### src/rtl/stream_mux_pkg.sv
// rtl/stream_mux_pkg.sv - shared constants and helpers for the round-robin stream mux
//
// Purpose : width helper for the channel-index field and the channel index type
//           used by stream_mux_rr and rr_arbiter.
// Contents: MAX_CH, MAX_CW  - upper bound on channel count and its index width
//           ch_idx_t        - channel index wide enough for any legal N_CH
//           cw_of(n)        - index width for n channels, never below 1 bit

package stream_mux_pkg;

  localparam int MAX_CH = 16;
  localparam int MAX_CW = 4;

  typedef logic [MAX_CW-1:0] ch_idx_t;

  // A 2-channel mux still needs a 1-bit index, so the width is floored at 1.
  function automatic int cw_of(input int n);
    return (n <= 2) ? 1 : $clog2(n);
  endfunction

endpackage

### src/rtl/rr_arbiter.sv
// rtl/rr_arbiter.sv - combinational round-robin grant for the stream mux
//
// Purpose : picks the first requesting channel at or after ptr+1, wrapping
//           from N_CH-1 back to 0 even when N_CH is not a power of two.
// Ports   : req   [N_CH-1]  per-channel request (already lock-filtered)
//           ptr   [CW-1]    index of the most recently granted channel
//           grant [N_CH-1]  one-hot grant, all zero when nothing requests

module rr_arbiter
  import stream_mux_pkg::*;
#(
  parameter int N_CH = 4
) (
  input  logic [N_CH-1:0]         req,
  input  logic [cw_of(N_CH)-1:0]  ptr,
  output logic [N_CH-1:0]         grant
);

  localparam int CW = cw_of(N_CH);

  // One extra bit so ptr + k (at most 2*N_CH-1) never overflows before the
  // explicit modulo subtraction.
  logic [CW:0] cand;
  logic        found;

  always_comb begin
    grant = '0;
    found = 1'b0;
    cand  = '0;
    for (int k = 1; k <= N_CH; k++) begin
      cand = {1'b0, ptr} + (CW+1)'(k);
      if (cand >= (CW+1)'(N_CH)) begin
        cand = cand - (CW+1)'(N_CH);
      end
      if (!found && req[cand[CW-1:0]]) begin
        grant[cand[CW-1:0]] = 1'b1;
        found               = 1'b1;
      end
    end
  end

endmodule

### src/rtl/stream_mux_rr.sv
// rtl/stream_mux_rr.sv - N-channel round-robin stream multiplexer with registered output
//
// Purpose : merges N_CH valid/ready input streams into one output stream.
//           The grant rotates round-robin; the output is a single register
//           stage that reloads without a bubble when drained and refilled in
//           the same cycle.
// Ports   : clk, rst_n                 clock, async active-low reset
//           in_data  [N_CH*W-1]        channel i at bits [i*W +: W]
//           in_valid/in_last [N_CH-1]  per-channel valid and end-of-packet
//           in_ready [N_CH-1]          per-channel accept, at most one high
//           out_data [W-1], out_ch [CW-1], out_last, out_valid  registered beat
//           out_ready                  downstream accept
// Options : PKT_LOCK_EN - when defined, a channel that starts a packet keeps
//           the grant until it delivers its in_last beat.

module stream_mux_rr
  import stream_mux_pkg::*;
#(
  parameter int N_CH = 4,
  parameter int W    = 8
) (
  input  logic                    clk,
  input  logic                    rst_n,
  input  logic [N_CH*W-1:0]       in_data,
  input  logic [N_CH-1:0]         in_valid,
  input  logic [N_CH-1:0]         in_last,
  output logic [N_CH-1:0]         in_ready,
  output logic [W-1:0]            out_data,
  output logic [cw_of(N_CH)-1:0]  out_ch,
  output logic                    out_last,
  output logic                    out_valid,
  input  logic                    out_ready
);

  localparam int      CW      = cw_of(N_CH);
  localparam ch_idx_t LAST_CH = ch_idx_t'(N_CH - 1);

  logic [W-1:0]    out_data_q, out_data_d;
  logic [CW-1:0]   out_ch_q,   out_ch_d;
  logic            out_last_q, out_last_d;
  logic            out_valid_q, out_valid_d;
  logic [CW-1:0]   ptr_q,      ptr_d;
  // Low through reset and the first cycle after release, so nothing is
  // accepted until the flops have seen one clean edge.
  logic            init_q,     init_d;

  logic            load;
  logic            accept;
  logic [N_CH-1:0] req;
  logic [N_CH-1:0] grant;
  logic [CW-1:0]   gnt_idx;
  logic [W-1:0]    gnt_data;
  logic            gnt_last;

`ifdef PKT_LOCK_EN
  logic            lock_q,    lock_d;
  logic [CW-1:0]   lock_ch_q, lock_ch_d;

  // While locked only the owning channel may request, even if it is idle.
  always_comb begin
    req = in_valid;
    if (lock_q) begin
      req = in_valid & (N_CH'(1) << lock_ch_q);
    end
  end
`else
  assign req = in_valid;
`endif

  rr_arbiter #(
    .N_CH (N_CH)
  ) u_arb (
    .req   (req),
    .ptr   (ptr_q),
    .grant (grant)
  );

  assign load     = !out_valid_q || out_ready;
  assign accept   = load && init_q && (|grant);
  assign in_ready = (load && init_q) ? grant : '0;

  // AND-OR select driven by the one-hot grant; in_ready never sees in_data.
  always_comb begin
    gnt_idx  = '0;
    gnt_data = '0;
    for (int i = 0; i < N_CH; i++) begin
      if (grant[i]) begin
        gnt_idx  = gnt_idx | CW'(i);
        gnt_data = gnt_data | in_data[i*W +: W];
      end
    end
    gnt_last = |(grant & in_last);
  end

  always_comb begin
    out_valid_d = out_valid_q;
    out_data_d  = out_data_q;
    out_ch_d    = out_ch_q;
    out_last_d  = out_last_q;
    ptr_d       = ptr_q;
    init_d      = 1'b1;
    if (accept) begin
      out_valid_d = 1'b1;
      out_data_d  = gnt_data;
      out_ch_d    = gnt_idx;
      out_last_d  = gnt_last;
      ptr_d       = gnt_idx;
    end else if (out_ready) begin
      out_valid_d = 1'b0;
    end
  end

`ifdef PKT_LOCK_EN
  always_comb begin
    lock_d    = lock_q;
    lock_ch_d = lock_ch_q;
    if (accept) begin
      lock_d    = !gnt_last;
      lock_ch_d = gnt_idx;
    end
  end

  always_ff @(posedge clk or negedge rst_n) begin
    if (!rst_n) begin
      lock_q    <= 1'b0;
      lock_ch_q <= '0;
    end else begin
      lock_q    <= lock_d;
      lock_ch_q <= lock_ch_d;
    end
  end
`endif

  // ptr resets to the last channel so the first search starts at channel 0.
  always_ff @(posedge clk or negedge rst_n) begin
    if (!rst_n) begin
      out_valid_q <= 1'b0;
      out_data_q  <= '0;
      out_ch_q    <= '0;
      out_last_q  <= 1'b0;
      ptr_q       <= LAST_CH[CW-1:0];
      init_q      <= 1'b0;
    end else begin
      out_valid_q <= out_valid_d;
      out_data_q  <= out_data_d;
      out_ch_q    <= out_ch_d;
      out_last_q  <= out_last_d;
      ptr_q       <= ptr_d;
      init_q      <= init_d;
    end
  end

  assign out_data  = out_data_q;
  assign out_ch    = out_ch_q;
  assign out_last  = out_last_q;
  assign out_valid = out_valid_q;

endmodule

### config.mk
export PLATFORM = sky130hd
export DESIGN_NAME = stream_mux_rr
export DESIGN_NICKNAME = d
export VERILOG_FILES = /design/src/rtl/stream_mux_pkg.sv /design/src/rtl/rr_arbiter.sv /design/src/rtl/stream_mux_rr.sv
export SDC_FILE = /design/constraint.sdc
export NUM_CORES = 1
export LEC_CHECK = 0
export CAP_MARGIN = 20
export CELL_PAD_IN_SITES_DETAIL_PLACEMENT = 1
export CELL_PAD_IN_SITES_GLOBAL_PLACEMENT = 2
export CORE_MARGIN = 3
export CORE_UTILIZATION = 25
export CTS_CLUSTER_DIAMETER = 50
export CTS_CLUSTER_SIZE = 12
export DETAILED_ROUTE_END_ITERATION = 12
export GPL_TIMING_DRIVEN = 0
export HOLD_SLACK_MARGIN = 0.08
export PLACE_DENSITY = 0.84
export SLEW_MARGIN = 20
export SYNTH_ARGS = -nofsm -noshare
export SYNTH_HDL_FRONTEND = slang
export SYNTH_SLANG_ARGS = --single-unit
### constraint.sdc
create_clock -name clk -period 4.2 [get_ports clk]
set_input_delay 0.63 -clock clk [delete_from_list [all_inputs] [get_ports clk]]
set_output_delay 0.63 -clock clk [all_outputs]
set_load 0.005 [all_outputs]
---- Word level (Yosys, flattened, before mapping) ----
Cells that the tools add are included.
operators by class
  add/subtract/negate cells ............... 8
  $mul .................................... 0
  div/mod/pow operators ................... 0
  order comparisons ....................... 12
  eq/ne operators ......................... 0
  shift-type cells ........................ 0
  multiplexer cells ....................... 37
  bitwise logic cells ..................... 7
  reductions and logical operators ........ 17
operator list
  operator             number
  $mux 8               4
  $or 8x8->8           3
  $mux 4               5
  $mux 1               14
  $ge 3x3->1 const B   4
  $lt 2x3->1 const B   4
  $mux 2               6
  $or 4x4->4           3
  $logic_and 1x1->1    9
  $bmux 1 s2           4
  $demux 1 s2          4
  $ge 2x1->1 const B   4
  $reduce_or 4->1      2
  $sub 2x1->2 const B  4
  $add 2x2->3 const B  2
  $and 4x4->4          1
  $logic_not 1->1      4
  $add 2x1->3 const B  1
  $add 2x3->3 const B  1
  $reduce_bool 2->1    1
  $logic_or 1x1->1     1
storage, ports and cells
  register bits after elaboration ......... 15
  latch bits .............................. 0
  RAM bits ................................ 0
  ROM bits ................................ 0
  output and inout port bits .............. 16
  word-level logic and storage cells ...... 87
  memories ................................ 0

---- Logic depth before layout (Yosys ltp) ----
Gate-level depths: netlist of run 1.
  depth after elaboration ................. 22
  mapped depth ............................ 10

---- Hierarchy ----
A second synthesis of run 1 with hierarchy kept.
second synthesis, totals
  cells, all modules ...................... 110
  area total of the unflattened synthesis .. 1157.4 sq um
by module, submodules not included
  module         times used  cells an instance  area an instance (sq um)
  stream_mux_rr  1           72                 799.5
  rr_arbiter     1           38                 357.8

---- Worst setup path after synthesis of run 1 ----
No wires, ideal clock.
  path type ............................... reg2out
  from .................................... register ptr_q[0]
  to ...................................... output port in_ready[3]
  arrival time ............................ 2443 ps
  data required time ...................... 3570 ps
  setup slack ............................. 1127 ps
  stages on the path, launching flop included .. 9
  path buffers ............................ 1
  cells stage by stage .................... dfstp_2 > inv_1 > ha_1 > and3b_1 > o211ai_1 > a21boi_0 > nor3_1 > buf_2 > nor2_1
between the ends
  cells in the longest elaborated chain, start to end .. 16
  elaborated cells on any way between the ends .. 61
  those cells by class .................... 8 x add/sub; 12 x order compare; 28 x mux; 3 x bitwise; 10 x reduce/logical
ends and longest elaborated chain
  element                                               RTL line              source
  start, declared                                       stream_mux_rr.sv:42   logic [CW-1:0] ptr_q, ptr_d;
  start signal, assigned                                stream_mux_rr.sv:141  ptr_q <= LAST_CH[CW-1:0];
  start signal, assigned                                stream_mux_rr.sv:148  ptr_q <= ptr_d;
  branches (longest 14 deep; another with $add 2x1->3)  n/a
  $mux 4 *                                              rr_arbiter.sv:35      if (!found && req[cand[CW-1:0]]) begin
  $mux 4 *                                              stream_mux_rr.sv:80   assign in_ready = (load && init_q) ? grant : '0;
  end, declared                                         stream_mux_rr.sv:27   output logic [N_CH-1:0] in_ready,
Every way passes the cells marked *. The select of a mux whose other input is x is not followed.

---- Final worst setup path of run 1 ----
  from .................................... register ptr_q[0]
  to ...................................... output port in_ready[0]
Same word-level chain as after synthesis.

==> results of run 1 <==
how the worst max path moves through the flow:
stage / cells after the start / start / slack, ps / to
after CTS: 9 / ptr_q[0]$_DFFE_PN1P_ / 20 / in_ready[1]
after detailed placement: 8 / in_valid[0] / 70 / in_ready[3]
after global routing: 9 / ptr_q[0]$_DFFE_PN1P_ / -20 / in_ready[0]
after global placement: 8 / in_valid[0] / 40 / in_ready[3]
final: 9 / ptr_q[0]$_DFFE_PN1P_ / 180 / in_ready[0]
after floorplan: 8 / ptr_q[0]$_DFFE_PN1P_ / 1130 / in_ready[3]
critical path, cell delays in order (launching register included):
cell and delay [ps]:
dfstp_2 650, inv_1 190, ha_1 390, and3b_1 200, o211ai_1 410, buf_4 220, a21boi_4 90, nor3_2 430
nor2_1 80, clkdlybuf4s50_1 470
sequential cells by signal, indices dropped and copies added, names as in the netlist:
name,flops
out_valid,1
out_ch,2
out_last,1
out_data,8
ptr_q,2
init_q,1
per-layer routing:
| layer | up-vias | part of all wire | GRT usage |
|---|---|---|---|
| met4 | 0 | 0.010 | 0.0101 |
| met3 | 4 | 0.063 | 0.0381 |
| li1 | 674 | - | - |
| met1 | 655 | 0.45 | 0.188 |
| met2 | 44 | 0.48 | 0.252 |
| met5 | - | 0 | 0 |
through the flow:
step	utilization	area (sq um)	hold slack, ps	instances
3_3_place_gp	0.391	2050	476	263
5_1_grt	0.415	2170	521	271
4_1_cts	0.400	2100	488	266
3_5_place_dp	0.391	2050	470	263
2_1_floorplan	-	1380	334	135
6_report	0.415	2170	479	271
logic make-up after synthesis:
| kind of cell | after synthesis | share of synthesized area |
|---|---|---|
| flops | 15 | 0.274 |
| fa+ha+maj | 8 | 0.0725 |
| mux | 13 | 0.120 |
| buf+inv | 17 | 0.0534 |
| simple gates | 18 | 0.0915 |
| compound gates | 63 | 0.386 |
| other cells | 1 | 0.00271 |
power groups by stage:
stage	combinational, mW	sequential (mW)	clock [mW]
finish	1.05	0.282	0.119
global route	1.16	0.294	0.126
global placement	0.983	0.284	0
CTS	1.00	0.284	0.121
detailed placement	1.00	0.286	0
floorplan	0.642	0.280	0
placed cells by master, fill, tap and decap left out, types with 5 or more instances in the layout:
| cell type | instances |
|---|---|
| a21o_1 | 6 |
| mux2_2 | 9 |
| buf_4 | 6 |
| inv_1 | 12 |
| dfrtp_1 | 13 |
| o2111ai_1 | 9 |
| clkdlybuf4s50_1 | 58 |
| ha_1 | 8 |
| a21boi_4 | 5 |
| o31ai_1 | 27 |
timing repair:
item	CTS	global route
setup buffers	0	6
resized for setup	1	9
pin swaps	0	3
endpoints found under the setup margin	2	4
final cells by class:
cell class                      count  area, sq um  share of cell area
Tap cell                           70         87.6              0.0403
Buffer                              3         23.8              0.0109
Inverter                           12         45.0              0.0207
Multi-Input combinational cell    103          967               0.445
Clock buffer                        4         45.0              0.0207
Sequential cell                    15          378               0.174
Timing Repair Buffer               64          626               0.288
==> reports/summary.txt, run 1 <==
Total number of H-tree levels = 1
Clock network fraction of design power = 0.082
Total setup violations reported at the end of the flow = 0
Number of I/O pins = 59
Depth of the worst register-to-register path = 9
Sequential fraction of the synthesis area = 0.274
Detailed Routing Iterations Pass 1 = 2
Max-capacitance violation count = 0
Combinational fraction of design power = 0.723
Post-layout total power = 1.45 mW
Number of global-route vias before repair = 1501
Worst R2R Start = ptr_q[0]$_DFFE_PN1P_
Worst VDD drop = 0.300 mV
Yosys reg bits = 15
PnR worst setup slack = 183 ps
Number of hold buffers added after CTS = 0
Height of the die = 80.3 um
Synthesized net count = 186
Cells on Worst Hold Path = 1
Number of vias after detailed routing = 1377
First-pass GRT wire length = 7.42 mm
Horizontal die dimension = 80.3 um
N_diodes = 0
Fill cell instance count of the final layout = 582
Crit Path Class = reg -> out
Final GP Congestion = 0.762
Commonest cells in the netlist = 27 x o31ai_1, 13 x dfrtp_1, 12 x inv_1, 9 x mux2_2, 9 x o2111ai_1
Later-pin clock latency in the skew report = 250 ps
Cell types with the largest area share after synthesis = dfrtp_1 24%, o31ai_1 15%, mux2_2 7.3%, ha_1 7.2%, o2111ai_1 5.7%
Clock tree from TritonCTS = done
Quantity of I/O buffers inserted on ports = 58
Endpoint of the worst hold-timing path = out_ch[1]$_DFFE_PN0P_
Detailed-placement wirelength estimate = 3.49 mm
FP Rows = 26
Mean number of vias per cell = 5.08
FF-to-FF setup slack = 820 ps
Global-route usage over all layers = 0.145
Final antenna-violating net count = 0
Cell count after synthesis = 135
Number of antenna violations at the first check in global routing = 0
Largest net degree at the start of global routing = 16
Most used flip-flop cell after synthesis = dfrtp_1
Sw power = 0.605 mW
Highest Clock Rate = 249 MHz
Core area = 5240 sq um
Count of unresolved DRC violations after routing = 0
Max Fanout on Critical Path = 10
Library cell with the highest instance count after synthesis = o31ai_1
Worst Path Arrival = 3390 ps
Required arrival time at the worst endpoint = 3570 ps
Result of the run = complete, no violations
Final wirelength = 4.70 mm
Cell leakage power = 0.912 nW
Setup Total Neg Slack = 0 ps
Switching power as a share of total power = 0.418
Hold Vio Cnt, Final = 0
Layout overhead on the synthesized area = 57.2%
Final routed wire length divided by cell count = 17.3 um
Proportion of layout cells with a drive suffix above 1 = 0.189
Post-layout minimum cycle time = 4020 ps
Cell-internal power = 0.842 mW
Number of synthesized flops with an enable pin = 0
Root buffer cell = clkbuf_8
Tightest Pin Transition = 726 ps
Fraction of power consumed by sequential logic = 0.195
Share of the cycle needed by the critical path after routing = 0.956
Asr flop ratio synth = 1.00
Cell area power density = 666 nW/um^2
Crit path launch type = flip-flop
Area share of the largest cell type after synthesis = 0.236
GRT overflow = 0
Worst Min Path Start = out_ch[1]$_DFFE_PN0P_
Combined area of all synthesized cells = 1380 sq um
Worst slack at placement = 65.1 ps
Kind of end point of the critical path = primary output
Initial DRC count = 49
Final Max Tran Viols = 0
Number of buffers created by CTS = 3
Floorplan die area = 6450 sq um
Synthesized area per cell = 10.2 sq um
Count of synthesis-stage warnings from yosys = 0
Max transition margin = 0.513
Endpoint of the worst-slack reg-to-reg timing path = out_last$_DFFE_PN0P_
Distinct cell type count after synthesis = 33
CTS clk-pin slew, worst paths = 60 ps
Setup Skew = 6.09 ps
Number of nets at the end of the flow = 253
CTS Sinks = 15
Leading area contributor after synthesis = dfrtp_1
Starting Density = 0.264
Path category of the worst min-delay check = reg -> reg
Maximum buffer depth of the clock tree = 2
(Power assumes the default switching activity.)
==> run 2: changes to the inputs <==
CORE_MARGIN = 2   (was 3)
SKIP_LAST_GASP = 1   (was default)
==> reports/summary.txt, run 2 (synthesized netlist as in run 1, its figures left out) <==
Share of the cycle needed by the critical path after routing = 0.959
Clock tree from TritonCTS = done
Destination of the critical timing path = in_ready[3]
Final GP Congestion = 0.779
Result of the run = complete, no violations
Worst Min Path Start = out_ch[0]$_DFFE_PN0P_
Maximum buffer depth of the clock tree = 2
Kind of end point of the critical path = primary output
Detailed Routing Iterations Pass 1 = 4
Final wirelength = 4.53 mm
Worst Path Arrival = 3400 ps
Crit Path Class = in -> out
Number of global-route vias before repair = 1459
Total setup violations reported at the end of the flow = 0
Worst VDD drop = 0.283 mV
Setup Total Neg Slack = 0 ps
Max-capacitance violation count = 0
Path category of the worst min-delay check = reg -> reg
Crit path launch = in_valid[1]
Later-pin clock latency in the skew report = 250 ps
Number of I/O pins = 59
Quantity of I/O buffers inserted on ports = 58
Hold Vio Cnt, Final = 0
CTS clk-pin slew, worst paths = 60 ps
Tightest Pin Transition = 691 ps
Layout overhead on the synthesized area = 54.7%
Number of antenna violations at the first check in global routing = 0
Root buffer cell = clkbuf_8
Leading cell type in the layout, fill and taps excluded = clkdlybuf4s50_1
Initial DRC count = 27
Height of the die = 78.3 um
Cell area power density = 664 nW/um^2
Starting Density = 0.256
Post-layout minimum cycle time = 4030 ps
Number of flip-flops in the largest register = 8
Number of vias after detailed routing = 1368
Final Max Tran Viols = 0
Required arrival time at the worst endpoint = 3570 ps
Crit path launch type = input pin
Proportion of layout cells with a drive suffix above 1 = 0.178
GRT overflow = 0
FP Rows = 27
Count of unresolved DRC violations after routing = 0
RSZ-0062 raised after global routing = true
Max Fanout on Critical Path = 10
Commonest cells after routing, fill and taps aside = 58 x clkdlybuf4s50_1, 27 x o31ai_1, 13 x dfrtp_1
Number of buffers created by CTS = 3
FF-to-FF setup slack = 830 ps
Horizontal die dimension = 78.3 um
First-pass GRT wire length = 7.60 mm
Mean number of vias per cell = 5.09
Worst R2R Start = ptr_q[0]$_DFFE_PN1P_
Highest Clock Rate = 248 MHz
Depth of the worst register-to-register path = 9
Detailed-placement wirelength estimate = 3.51 mm
Global-route usage over all layers = 0.157
Max transition margin = 0.538
Largest net degree at the start of global routing = 16
N_diodes = 0
Core area = 5410 sq um
Final routed wire length divided by cell count = 16.8 um
Number of nets at the end of the flow = 249
Total number of H-tree levels = 1
Setup Skew = 3.28 ps
CTS Sinks = 15
Post-layout total power = 1.42 mW
Cells on Worst Hold Path = 1
Final antenna-violating net count = 0
Cell leakage power = 0.894 nW
Endpoint of the worst-slack reg-to-reg timing path = out_data[7]$_DFFE_PN0P_
Floorplan die area = 6140 sq um
run 2: changes by cell type in the layout (fill, tap and decap cells not counted):
cell	change
clkbuf_4	-1
nor2b_1	-1
nor2b_2	+1
buf_4	-4
buf_2	+1
a21boi_4	-1
a21boi_2	+1
run 2: worst min-delay path by stage:
stage | to | slack (ps)
CTS | out_ch[0]$_DFFE_PN0P_ | 490
global placement | out_ch[1]$_DFFE_PN0P_ | 470
detailed placement | out_ch[0]$_DFFE_PN0P_ | 480
global route | out_ch[0]$_DFFE_PN0P_ | 520
floorplan | init_q$_DFF_PN0_ | 330
finish | out_ch[0]$_DFFE_PN0P_ | 490
run 2: cell type report:
type | instances | area (sq um)
plain buffers | 3 | 21.3
clock buffers | 4 | 45.0
fillers | 624 | 3270
inverters | 12 | 45.0
multi-input cells | 103 | 962
flip-flops and latches | 15 | 378
well taps | 72 | 90.1
repair buffers | 60 | 596
run 2: critical path: stages:
cell and delay [ps]:
clkdlybuf4s50_1 610, or3b_1 370, a2111o_1 560, a21boi_1 270, nor3_2 110, buf_2 220, nor2_1 120, clkdlybuf4s50_1 520
run 2: what timing repair did:
action,4_1_cts,5_1_grt
hold buffers,0,0
gates cloned,0,0
pin swaps,0,2
setup buffers,0,2
endpoints found under the setup margin,3,4
resized for setup,2,7
run 2: report_power, final:
part	switching [mW]	leakage, nW	internal, mW	total, mW
Sequential	0.0551	0.179	0.227	0.282
Clock	0.0530	0.0228	0.0673	0.120
Combinational	0.491	0.692	0.525	1.02
run 2: layer usage:
layer	global-route usage	vias up	routed length [um]
met1	0.210	656	2020
met4	0.0211	0	25
met3	0.0448	4	360
met5	0	-	0
li1	-	662	-
met2	0.258	46	2120
run 2: through the flow:
stage / hold slack [ps] / worst slack [ps] / utilization / area (sq um) / cells
2_1_floorplan: 334 / 1130 / - / 1380 / 135
3_3_place_gp: 474 / 20.0 / 0.380 / 2050 / 265
3_5_place_dp: 475 / 57.4 / 0.380 / 2050 / 265
4_1_cts: 495 / 14.8 / 0.388 / 2100 / 267
5_1_grt: 521 / -60.8 / 0.395 / 2140 / 269
6_report: 485 / 174 / 0.395 / 2140 / 269
==> run 3: changes to the inputs <==
CORE_MARGIN = default   (was 2)
CTS_BUF_LIST = sky130_fd_sc_hd__clkbuf_4 sky130_fd_sc_hd__clkbuf_8 sky130_fd_sc_hd__clkbuf_16   (was default)
SLEW_MARGIN = default   (was 20)
==> reports/summary.txt, run 3 (synthesized netlist as in run 1, its figures left out) <==
Layout overhead on the synthesized area = 56.7%
Max-capacitance violation count = 0
Final Max Tran Viols = 0
Total setup violations reported at the end of the flow = 0
Max transition margin = 0.507
Met1 wire length = 2.17 mm
Detailed-placement wirelength estimate = 3.30 mm
Proportion of layout cells with a drive suffix above 1 = 0.191
WL met3 = 267 um
Root buffer cell = clkbuf_8
Commonest cells after routing, fill and taps aside = 58 x clkdlybuf4s50_1, 27 x o31ai_1, 13 x dfrtp_1
Post-layout minimum cycle time = 4020 ps
Clock tree from TritonCTS = done
Final cell area excluding filler cells = 2160 sq um
Floorplan die area = 5830 sq um
Crit path launch type = input pin
Instance area after placement = 2050 sq um
Worst VDD drop = 0.250 mV
Leading cell type in the layout, fill and taps excluded = clkdlybuf4s50_1
Final GP Congestion = 0.778
Number of vias after detailed routing = 1388
Later-pin clock latency in the skew report = 250 ps
Number of nets at the end of the flow = 251
Number of flip-flops in the largest register = 8
Initial DRC count = 71
Core area = 5200 sq um
Largest net degree at the start of global routing = 16
FP Rows = 26
Final wirelength = 4.56 mm
Cell area power density = 657 nW/um^2
Path category of the worst min-delay check = reg -> reg
Post-layout total power = 1.42 mW
Global-route usage over all layers = 0.162
Share of the cycle needed by the critical path after routing = 0.957
Count of unresolved DRC violations after routing = 0
Cell leakage power = 0.908 nW
Horizontal die dimension = 76.3 um
Total number of H-tree levels = 1
Height of the die = 76.3 um
Mean number of vias per cell = 5.16
Setup Total Neg Slack = 0 ps
Required arrival time at the worst endpoint = 3570 ps
GRT overflow = 0
Setup Skew = 3.52 ps
Number of global-route vias before repair = 1406
Result of the run = complete, no violations
Hold Vio Cnt, Final = 0
Crit Path Class = in -> out
Worst Path Arrival = 3390 ps
Detailed Routing Iterations Pass 1 = 4
CTS Sinks = 15
Fill cell instance count of the final layout = 595
CTS clk-pin slew, worst paths = 60 ps
Starting Density = 0.265
Highest metal layer used by the detailed router = met4
Final routed wire length divided by cell count = 16.9 um
Number of antenna violations at the first check in global routing = 0
First-pass GRT wire length = 7.53 mm
Final antenna-violating net count = 0
N_diodes = 0
Number of buffers created by CTS = 3
Kind of end point of the critical path = primary output
Number of I/O pins = 59
Max Fanout on Critical Path = 10
Quantity of I/O buffers inserted on ports = 58
Highest Clock Rate = 249 MHz
Met2 layer wire length in the routed design = 2.11 mm
Maximum buffer depth of the clock tree = 2
Tightest Pin Transition = 737 ps
## run 3: layout make-up
| cell class | instances | area [sq um] | share of cell area |
|---|---|---|---|
| multi-input cells | 103 | 971 | 0.449 |
| inverters | 12 | 45.0 | 0.0208 |
| well taps | 70 | 87.6 | 0.0405 |
| clock buffers | 4 | 48.8 | 0.0225 |
| plain buffers | 3 | 23.8 | 0.0110 |
| repair buffers | 62 | 611 | 0.282 |
| flip-flops and latches | 15 | 378 | 0.175 |
## run 3: through the flow
| stage | util | hold WS, ps | instances | setup slack [ps] |
|---|---|---|---|---|
| 6_report | 0.416 | 499 | 269 | 183 |
| 5_1_grt | 0.416 | 514 | 269 | -23.8 |
| 3_5_place_dp | 0.394 | 476 | 263 | 48.0 |
| 3_3_place_gp | 0.394 | 481 | 263 | 76.0 |
| 2_1_floorplan | - | 334 | 135 | 1130 |
| 4_1_cts | 0.403 | 504 | 265 | 23.7 |
## run 3: power breakdown
group | internal (mW) | switching (mW)
clock | 0.0737 | 0.0518
combinational | 0.534 | 0.483
sequential | 0.227 | 0.0538
## run 3: path summary, 6_finish.rpt
path | startpoint | to | slack [ps] | cells after the start
worst min-delay path | out_ch[1]$_DFFE_PN0P_ | out_ch[1]$_DFFE_PN0P_ | 500 | 1
min in group asynchronous | rst_n | out_data[1]$_DFFE_PN0P_ | 820 | 1
worst max register to register | ptr_q[0]$_DFFE_PN1P_ | out_data[0]$_DFFE_PN0P_ | 830 | 9
max in group asynchronous | rst_n | out_ch[1]$_DFFE_PN0P_ | 2920 | 1
worst max-delay path | in_valid[1] | in_ready[3] | 180 | 8
worst min register to register | out_ch[1]$_DFFE_PN0P_ | out_ch[1]$_DFFE_PN0P_ | 500 | 1
## run 3: repair_timing
item / in CTS / in global routing
resized for setup: 2 / 9
setup endpoints to repair: 3 / 4
setup buffers: 0 / 4
pin swaps: 0 / 3
gates cloned: 0 / 0
hold buffers: 0 / 0
## run 3: critical path, cell delays in order
cell	delay, ps
clkdlybuf4s50_1	590
or3b_1	380
a2111o_1	560
a21boi_1	270
nor3_2	110
clkbuf_4	220
nor2_1	110
clkdlybuf4s50_1	510
## run 3: metal layers
metal  vias up  GRT usage
li1        676          -
met1       663      0.218
met2        47      0.264
met3         2     0.0443
met4         0     0.0231
met5         -          0
